[src/rtl/vendas_pkg.sv]
// Shared types and constants for the vending sale controller:
// state encoding, coin codes, default prices and the credit width.
package vendas_pkg;

   localparam int CREDITO_W = 8;
   typedef logic [CREDITO_W-1:0] credito_t;

   typedef enum logic [1:0] {
      OCIOSO     = 2'd0,
      ACUMULANDO = 2'd1,
      LIBERANDO  = 2'd2,
      DEVOLVENDO = 2'd3
   } estado_e;

   typedef enum logic [1:0] {
      MOEDA_NENHUMA = 2'd0,
      MOEDA_25      = 2'd1,
      MOEDA_50      = 2'd2,
      MOEDA_100     = 2'd3
   } moeda_e;

   localparam int PRECO0_PADRAO      = 100;
   localparam int PRECO1_PADRAO      = 150;
   localparam int PRECO2_PADRAO      = 175;
   localparam int PRECO3_PADRAO      = 200;
   localparam int CREDITO_MAX_PADRAO = 250;

   function automatic credito_t valor_moeda(input logic [1:0] codigo);
      case (moeda_e'(codigo))
         MOEDA_25:  valor_moeda = credito_t'(25);
         MOEDA_50:  valor_moeda = credito_t'(50);
         MOEDA_100: valor_moeda = credito_t'(100);
         default:   valor_moeda = '0;
      endcase
   endfunction

endpackage

[src/rtl/detector_borda.sv]
// Falling-edge detector for an active-low timer strobe: the input is registered
// once, then compared with its own history so each low phase fires exactly once.
module detector_borda (
   input  logic clk,
   input  logic rst_n,
   input  logic strobe,
   output logic disparo
);

   logic atual;
   logic anterior;

   // NOTE: sequential state uses non-blocking assignments so every register samples pre-edge values.
   always_ff @(posedge clk) begin
      if (!rst_n) begin
         atual    <= 1'b0;
         anterior <= 1'b0;
      end else begin
         atual    <= strobe;
         anterior <= atual;
      end
   end

   assign disparo = anterior & ~atual;

endmodule

[src/rtl/controle_venda.sv]
// Sale controller: accumulates coin credit, resolves selections against prices,
// and issues dispense/change pulses; estado feeds back to the phase timer.
module controle_venda
   import vendas_pkg::*;
#(
   parameter int PRECO0        = PRECO0_PADRAO,
   parameter int PRECO1        = PRECO1_PADRAO,
   parameter int PRECO2        = PRECO2_PADRAO,
   parameter int PRECO3        = PRECO3_PADRAO,
   parameter int CREDITO_MAX   = CREDITO_MAX_PADRAO,
   parameter int TIMEOUT_TICKS = 8
) (
   input  logic       clk,
   input  logic       rst_n,
   input  logic       tempoTeclado,
   input  logic       tempoAcumulador,
   input  logic       tempo,
   input  logic [1:0] moeda,
   input  logic [1:0] tecla,
   input  logic       tecla_valida,
   input  logic       cancela,
   output logic [1:0] estado,
   output credito_t   credito,
   output logic [1:0] produto,
   output credito_t   troco,
   output logic       libera,
   output logic       troco_valido,
   output logic       erro,
   output logic       moeda_rejeitada
);

   logic disparo_teclado;
   logic disparo_acumulador;
   logic disparo_tick;

   detector_borda u_borda_teclado (
      .clk(clk), .rst_n(rst_n), .strobe(tempoTeclado), .disparo(disparo_teclado)
   );
   detector_borda u_borda_acumulador (
      .clk(clk), .rst_n(rst_n), .strobe(tempoAcumulador), .disparo(disparo_acumulador)
   );
   detector_borda u_borda_tick (
      .clk(clk), .rst_n(rst_n), .strobe(tempo), .disparo(disparo_tick)
   );

   function automatic credito_t preco(input logic [1:0] idx);
      case (idx)
         2'd0:    preco = credito_t'(PRECO0);
         2'd1:    preco = credito_t'(PRECO1);
         2'd2:    preco = credito_t'(PRECO2);
         default: preco = credito_t'(PRECO3);
      endcase
   endfunction

   estado_e     estado_q, estado_n;
   credito_t    credito_n, troco_n, valor;
   logic [1:0]  produto_n;
   logic        libera_n, troco_valido_n, erro_n, rejeitada_n;
   logic [15:0] ocio_q, ocio_n;
   logic [8:0]  soma;
   logic        aceita;

   assign valor  = valor_moeda(moeda);
   assign soma   = {1'b0, credito} + {1'b0, valor};
   assign aceita = (soma <= 9'(CREDITO_MAX));
   assign estado = estado_q;

   // NOTE: every output of this block gets a default first, so no path leaves a latch behind.
   always_comb begin
      estado_n       = estado_q;
      credito_n      = credito;
      produto_n      = produto;
      troco_n        = troco;
      ocio_n         = ocio_q;
      libera_n       = 1'b0;
      troco_valido_n = 1'b0;
      erro_n         = 1'b0;
      rejeitada_n    = 1'b0;

      case (estado_q)
         OCIOSO: begin
            credito_n = '0;
            ocio_n    = '0;
            if (disparo_acumulador && moeda != 2'd0) begin
               credito_n = valor;
               estado_n  = ACUMULANDO;
            end
         end

         ACUMULANDO: begin
            if (disparo_acumulador) begin
               if (aceita) begin
                  credito_n = soma[7:0];
                  ocio_n    = '0;
               end else begin
                  rejeitada_n = 1'b1;
               end
            end
            // Selection is judged on the pre-coin credit; an accepted coin rides into the change.
            if (disparo_teclado && cancela) begin
               estado_n       = DEVOLVENDO;
               troco_valido_n = 1'b1;
               troco_n        = credito_n;
               ocio_n         = '0;
            end else if (disparo_teclado && tecla_valida && credito >= preco(tecla)) begin
               estado_n  = LIBERANDO;
               produto_n = tecla;
               libera_n  = 1'b1;
               ocio_n    = '0;
            end else if (disparo_teclado && tecla_valida) begin
               erro_n = 1'b1;
               ocio_n = '0;
            end else if (disparo_tick && !(disparo_acumulador && aceita)) begin
               if (ocio_q + 16'd1 >= 16'(TIMEOUT_TICKS)) begin
                  estado_n       = DEVOLVENDO;
                  troco_valido_n = 1'b1;
                  troco_n        = credito_n;
                  ocio_n         = '0;
               end else begin
                  ocio_n = ocio_q + 16'd1;
               end
            end
         end

         LIBERANDO: begin
            credito_n = credito - preco(produto);
            ocio_n    = '0;
            if (credito_n != '0) begin
               estado_n       = DEVOLVENDO;
               troco_valido_n = 1'b1;
               troco_n        = credito_n;
            end else begin
               estado_n = OCIOSO;
            end
         end

         DEVOLVENDO: begin
            credito_n = '0;
            ocio_n    = '0;
            estado_n  = OCIOSO;
         end

         default: estado_n = OCIOSO;
      endcase
   end

   always_ff @(posedge clk) begin
      if (!rst_n) begin
         estado_q        <= OCIOSO;
         credito         <= '0;
         produto         <= '0;
         troco           <= '0;
         ocio_q          <= '0;
         libera          <= 1'b0;
         troco_valido    <= 1'b0;
         erro            <= 1'b0;
         moeda_rejeitada <= 1'b0;
      end else begin
         estado_q        <= estado_n;
         credito         <= credito_n;
         produto         <= produto_n;
         troco           <= troco_n;
         ocio_q          <= ocio_n;
         libera          <= libera_n;
         troco_valido    <= troco_valido_n;
         erro            <= erro_n;
         moeda_rejeitada <= rejeitada_n;
      end
   end

endmodule

[config.mk]
export PLATFORM = sky130hd
export DESIGN_NAME = controle_venda
export DESIGN_NICKNAME = d
export VERILOG_FILES = /design/src/rtl/vendas_pkg.sv /design/src/rtl/detector_borda.sv /design/src/rtl/controle_venda.sv
export SDC_FILE = /design/constraint.sdc
export NUM_CORES = 1
export LEC_CHECK = 0
export ABC_AREA = 1
export BUFFER_PORTS_ARGS = -buffer_cell sky130_fd_sc_hd__buf_2
export CAP_MARGIN = 20
export CORE_MARGIN = 5
export CORE_UTILIZATION = 60
export CTS_BUF_LIST = sky130_fd_sc_hd__clkbuf_4 sky130_fd_sc_hd__clkbuf_8
export CTS_CLUSTER_SIZE = 12
export DETAILED_ROUTE_END_ITERATION = 10
export GPL_TIMING_DRIVEN = 0
export PLACE_DENSITY = 0.88
export REMOVE_ABC_BUFFERS = 1
export SETUP_SLACK_MARGIN = 0.4
export SYNTH_ARGS = -nofsm -noshare
export SYNTH_HDL_FRONTEND = slang
export SYNTH_SLANG_ARGS = --single-unit
[constraint.sdc]
create_clock -name clk -period 4.52 [get_ports clk]
set_clock_uncertainty 0.15 [all_clocks]
set_input_delay 0.226 -clock clk [delete_from_list [all_inputs] [get_ports clk]]
set_output_delay 0.226 -clock clk [all_outputs]
set_load 0.05 [all_outputs]
Word-level counts from Yosys, hierarchy flattened. Index checks and enable logic that the tools add are counted.

Add/sub/neg operators: 3. $lt $le $gt $ge: 3. Equal/unequal tests: 21. Mux-type cells: 43. Bitwise gates (word level): 9. Reduce and logical (&&, ||, !) cells: 21.

Operator list (count): two-way mux 16 bit (7); two-way mux 8 bit (12); case mux 8 bit (3 select lines) (2); case mux 16 bit (2 select lines) (1); case mux 8 bit (4 select lines) (1); case mux 7 bit (3 select lines) (1); adder 16 x 1 -> 16 bit (second input constant) (1); >= comparator 16 x 4 -> 1 bit (second input constant) (1); case mux 8 bit (2 select lines) (1); two-way mux 2 bit (7); equality test 2 bit (second input constant) (6); inequality test 3 bit (second input constant) (4); inequality test 4 bit (second input constant) (3); inequality test 6 bit (second input constant) (2); adder 8 x 8 -> 9 bit (1); <= comparator 9 x 8 -> 1 bit (second input constant) (1); two-way mux 1 bit (9); equality test 2 x 1 -> 1 bit (second input constant) (4); >= comparator 8 bit (1); case mux 2 bit (4 select lines) (1); nonzero test 8 bit (1); subtractor 8 bit (1); logical AND 1 bit (6); zero test 2 bit (3); other kinds (12) (23).

Flip-flop bits (word level): 46. Logic and storage cells: 115.

Longest topological paths before layout.
Depth in word-level cells: 12. Depth in mapped cells: 21. Gate-level depth less buffers: 20.

By module. From an unflattened synthesis, not the netlist that was laid out.

Cell total of the unflattened synthesis: 530. Area, all modules: 3454.6 um^2.

By module, submodules not included: controle_venda (times used 1, cells an instance 506, area an instance 3266.9 um^2, sequential area each 800.8 um^2); detector_borda (times used 3, cells an instance 8, area an instance 62.6 um^2, sequential area each 40.0 um^2).

Least setup slack after synthesis. No wires, ideal clock.

Kind: register to register. Start: reg produto[0]. End: reg troco[5]. Arrival time: 2.934 ns. Required time: 4.257 ns. Setup slack: 1.324 ns. Stages on the path, launching flop included: 17. Path through: dfxtp_1 inv_1 ha_1 ha_1 fa_1 o21ai_1 nand2_1 a21oi_1 o21ai_0 nand3_1 nand4_1 o21bai_1 nand2_4 buf_6 nand2_1 nand2_1 nor2_1.

Word-level cells in the longest chain between the ends: 7. Elaborated cells between the ends (all ways): 11. Those cells by class: add/sub: 1; eq/ne: 3; mux: 4; reduce/logical: 3.

RTL lines: start: declaration (line controle_venda.sv:24) `output logic [1:0] produto,`; start signal: assignment (line controle_venda.sv:161) `produto <= produto_n;`; equality test 2 bit (tied with other cells) (line controle_venda.sv:47) `case (idx)`; case mux 8 bit (3 select lines) * (line controle_venda.sv:47); two-way mux 8 bit * (line controle_venda.sv:80) `case (estado_q)`; subtractor 8 bit * (line controle_venda.sv:126) `credito_n = credito - preco(produto);`; nonzero test 8 bit (line controle_venda.sv:128) `if (credito_n != '0) begin`; inequality test 2 bit (no source line); AND reduction 6 bit (no source line); end signal: assignment (line controle_venda.sv:162) `troco <= troco_n;`; end: declaration (line controle_venda.sv:25) `output credito_t troco,`.

Mark *: on every way between the ends. The rest lies on a longest branch, timed or not. The select of a mux whose other input is x is not followed. A chain may end at the register's enable or synchronous reset.

Worst setup path in the final report.
Start: reg produto[0]. End: reg troco[0].

Same word-level chain as after synthesis.

==> metrics.md <==
| Metric | Value |
|---|---|
| Pin count of the biggest net entering global routing | `21` |
| CTS tree | `built` |
| WP data required | `about 4.6 ns` |
| First-pass GRT wire length | `around 14000 µm` |
| Critical Path Start Type | `flop` |
| Chip width | `86.0 µm` |
| FF-to-FF path depth | `15` |
| Via density | `~5.3` |
| Vias in the first global route | `about 3400` |
| Routed len/inst | `around 13 µm` |
| Ys Warns | `0` |
| Psw | `about 0.45 mW` |
| Pwr Density | `~300 nW/µm²` |
| Grt total ovfl | `0` |
| Syn Area/Cell | `6.50 µm²` |
| Path type of the worst setup path | `flop to flop` |
| Syn Inst Count | `approximately 530` |
| Final nets | `slightly above 600` |
| Hold path startpoint | `tecla[0]` |
| Crit path cell chain | `inv_1 -> ha_1 -> ha_1 -> fa_1 -> o21ai_1 -> nand2_1 -> a21oi_1 -> o21ai_0 -> nand3_1 -> nand4_1 -> o21bai_1 -> nand2_4 -> nand2_1 -> nand2_1 -> nor2_1` |
| Worst Hold Class | `input port to flop` |
| RePlAce Congestion | `about 0.9` |
| Cell Count, Final, Fillers Out | `approximately 640` |
| Synth Flop Type | `dfxtp_1` |
| Total Neg Setup Slack | `0 ns` |
| VDD IR max | `around 350 µV` |
| Hold EP | `produto[0]` |
| Final WL | `8170 µm` |
| Post-cts resize count | `0` |
| Rows | `27` |
| Most common cell after layout, fill and taps aside | `nand2_1` |
| Post-Place Cells | `630` |
| CTS Hold Bufs | `3` |
| CP endpoint kind | `flop` |
| Root Driver | `clkbuf_8` |
| DP HPWL | `~6500 µm` |
| Crit path depth | `15` |
| Die H | `86.0 µm` |
| Yosys cell types | `35` |
| Clock network power share | `23.5%` |
| Status | `complete, no violations` |
| Final setup vio count | `0` |
| I/O Buffers | `34` |
| FF-to-FF End | `troco[0]` |
| Max-cap viol count | `0` |
| CP Max Fanout | `16` |
| Final Critical Period | `~3.2 ns` |
| CP max stage delay | `0.43 ns` |
| Comb power frac | `a little over a third` |
| Fraction of layout cells with a size suffix above 1 | `11.1%` |
| Total track usage | `between 20% and 30%` |
| Final ANT Viol Nets | `0` |
| Initial Util | `between 60 and 70%` |
| Buffers from clock root to sink, at most | `2` |
| Async SR Flop Fraction | `0%` |
| Total number of vias | `about 3400` |
| WP data arrival | `3.24 ns` |
| Fin util | `around two thirds` |
| Max-slew violations | `0` |
| Final critical-path share of the clock period | `roughly 71%` |
| Antenna cells | `0` |
| Fmax | `roughly 0.31 GHz` |
| Commonest non-fill, non-tap cells in the layout | `nand2_1, inv_1, dfxtp_1` |
| Hold path cells | `3` |
| Clk sinks | `46` |
| Critical-path top delay cell | `dfxtp_1` |
| Fin. Hold Viols | `0` |
| Int Pwr | `about 0.66 mW` |
| Synth area leader | `dfxtp_1` |
| Slew headroom | `roughly 58%` |
| DRC violations left | `0` |
| DRT iter0 DRCs | `between 200 and 250` |
| Top post-synthesis cells by area | `dfxtp_1, nand2_1, ha_1` |
| Number of synthesized flops with an enable pin | `0` |
| Netlist Area Pre-Place | `3460 µm²` |
| Flop pwr share | `between 40% and 50%` |
| Top cell by count, worst path | `nand2_1` |
| Synthesis-to-layout area growth | `9.47%` |
| Synth top area share | `26.6%` |
| Area of the die | `roughly 7400 µm²` |
| CORE AREA | `5570 µm²` |
| Post-CTS setup buffer count | `0` |
| Register area share after synthesis | `between 20% and 30%` |
| CTS buffer count | `5` |
| Yosys reg bits | `46` |
| H-Tree Depth | `2` |
| Antenna violations before repair | `0` |
| Clock Latency Late Sink | `roughly 0.3 ns` |
| Setup slack, reg-to-reg | `about 1.3 ns` |
| RSZ-0062 raised after global routing | `false` |
| Launching point of the worst reg2reg path | `produto[0]` |
| Lkg Pwr | `2.02 nW` |
| Post-route cell area | `3790 µm²` |
| Critical path's top delay family | `adder cells` |
| Drt pass-1 iters | `4` |
| Area of placed instances | `approximately 3700 µm²` |
| Clock transition at the registers of the reported paths | `0.09 ns` |
| Actual slew at the worst max-slew pin | `0.626 ns` |
| CP bufs+invs | `1` |
| Switching power share of the total | `around two fifths` |
| Ports | `35` |
power groups by stage:
stage	clock network (mW)	logic [mW]	registers (mW)
2_1_floorplan	0	0.202	0.557
3_3_place_gp	0	0.375	0.465
3_5_place_dp	0	0.385	0.465
4_1_cts	0.263	0.390	0.457
5_1_grt	0.288	0.435	0.462
6_report	0.261	0.392	0.458
worst max path at each step:
stage,from,endpoint,slack [ns]
after global placement,produto[0],troco[2],1.46
after floorplan,produto[0],troco[0],1.38
after detailed placement,produto[0],troco[0],1.37
after global routing,produto[0],troco[1],1.06
after CTS,produto[0],troco[0],1.35
final,produto[0],troco[0],1.32
cell families (layout without fill, tap and decap cells):
group	after synthesis	in the layout	synth area share, %
compound gates	40	40	6.40
simple gates	297	297	37.3
xor+xnor	18	18	4.77
fa+ha+maj	38	38	14.2
buf+inv	94	130	10.7
flops	46	46	26.6
final cells by class:
type,count,area [µm²]
inverter,85,319
fill,470,1780
multi-input combinational,393,2170
clock inverter,2,13.8
clock buffer,6,76.3
sequential,46,921
tap,72,90.1
timing repair buffer,37,200
tightest hold or removal path, stage by stage:
cell	delay, ns
buf_2	0.13
o21ai_0	0.09
a21oi_1	0.11
cell usage after synthesis (3+ instances only):
library cell  count
nor3_1           25
o21ai_0          11
nand3_1          43
clkbuf_1          4
xnor2_1           4
nor3_2            3
nand2_1         168
o21ai_1           3
nor2_1           39
nand2_2           5
xor2_1           13
nand4_1           4
nor2_2            4
inv_1            81
buf_2             3
ha_1             36
a21oi_1          18
dfxtp_1          46
per-layer routing:
layer  routed length (µm)  track usage [%]  vias up  part of all wire (%)
met5                    0                0        -                     0
met4                  245             8.92        0                   3.0
met3                  338             3.46       23                   4.1
met2                 4070             43.4       85                    50
met1                 3520             27.1     1529                    43
li1                     -                -     1736                     -
per-stage QoR:
stage / setup WS [ns] / hold WS [ns] / total power [mW]
3_5_place_dp: 1.37 / 0.268 / 0.851
2_1_floorplan: 1.38 / 0.169 / 0.759
3_3_place_gp: 1.46 / 0.264 / 0.840
5_1_grt: 1.06 / 0.164 / 1.18
6_report: 1.32 / 0.132 / 1.11
4_1_cts: 1.35 / 0.136 / 1.11
sequential cells by signal (all words and copies together), names as in the netlist:
register,flops
ocio_q,16
credito,8
troco,8
estado,2
produto,2
erro,1
libera,1
moeda_rejeitada,1
troco_valido,1
u_borda_acumulador.anterior,1
u_borda_acumulador.atual,1
u_borda_teclado.anterior,1
u_borda_teclado.atual,1
u_borda_tick.anterior,1
u_borda_tick.atual,1
(Power assumes the default switching activity.)
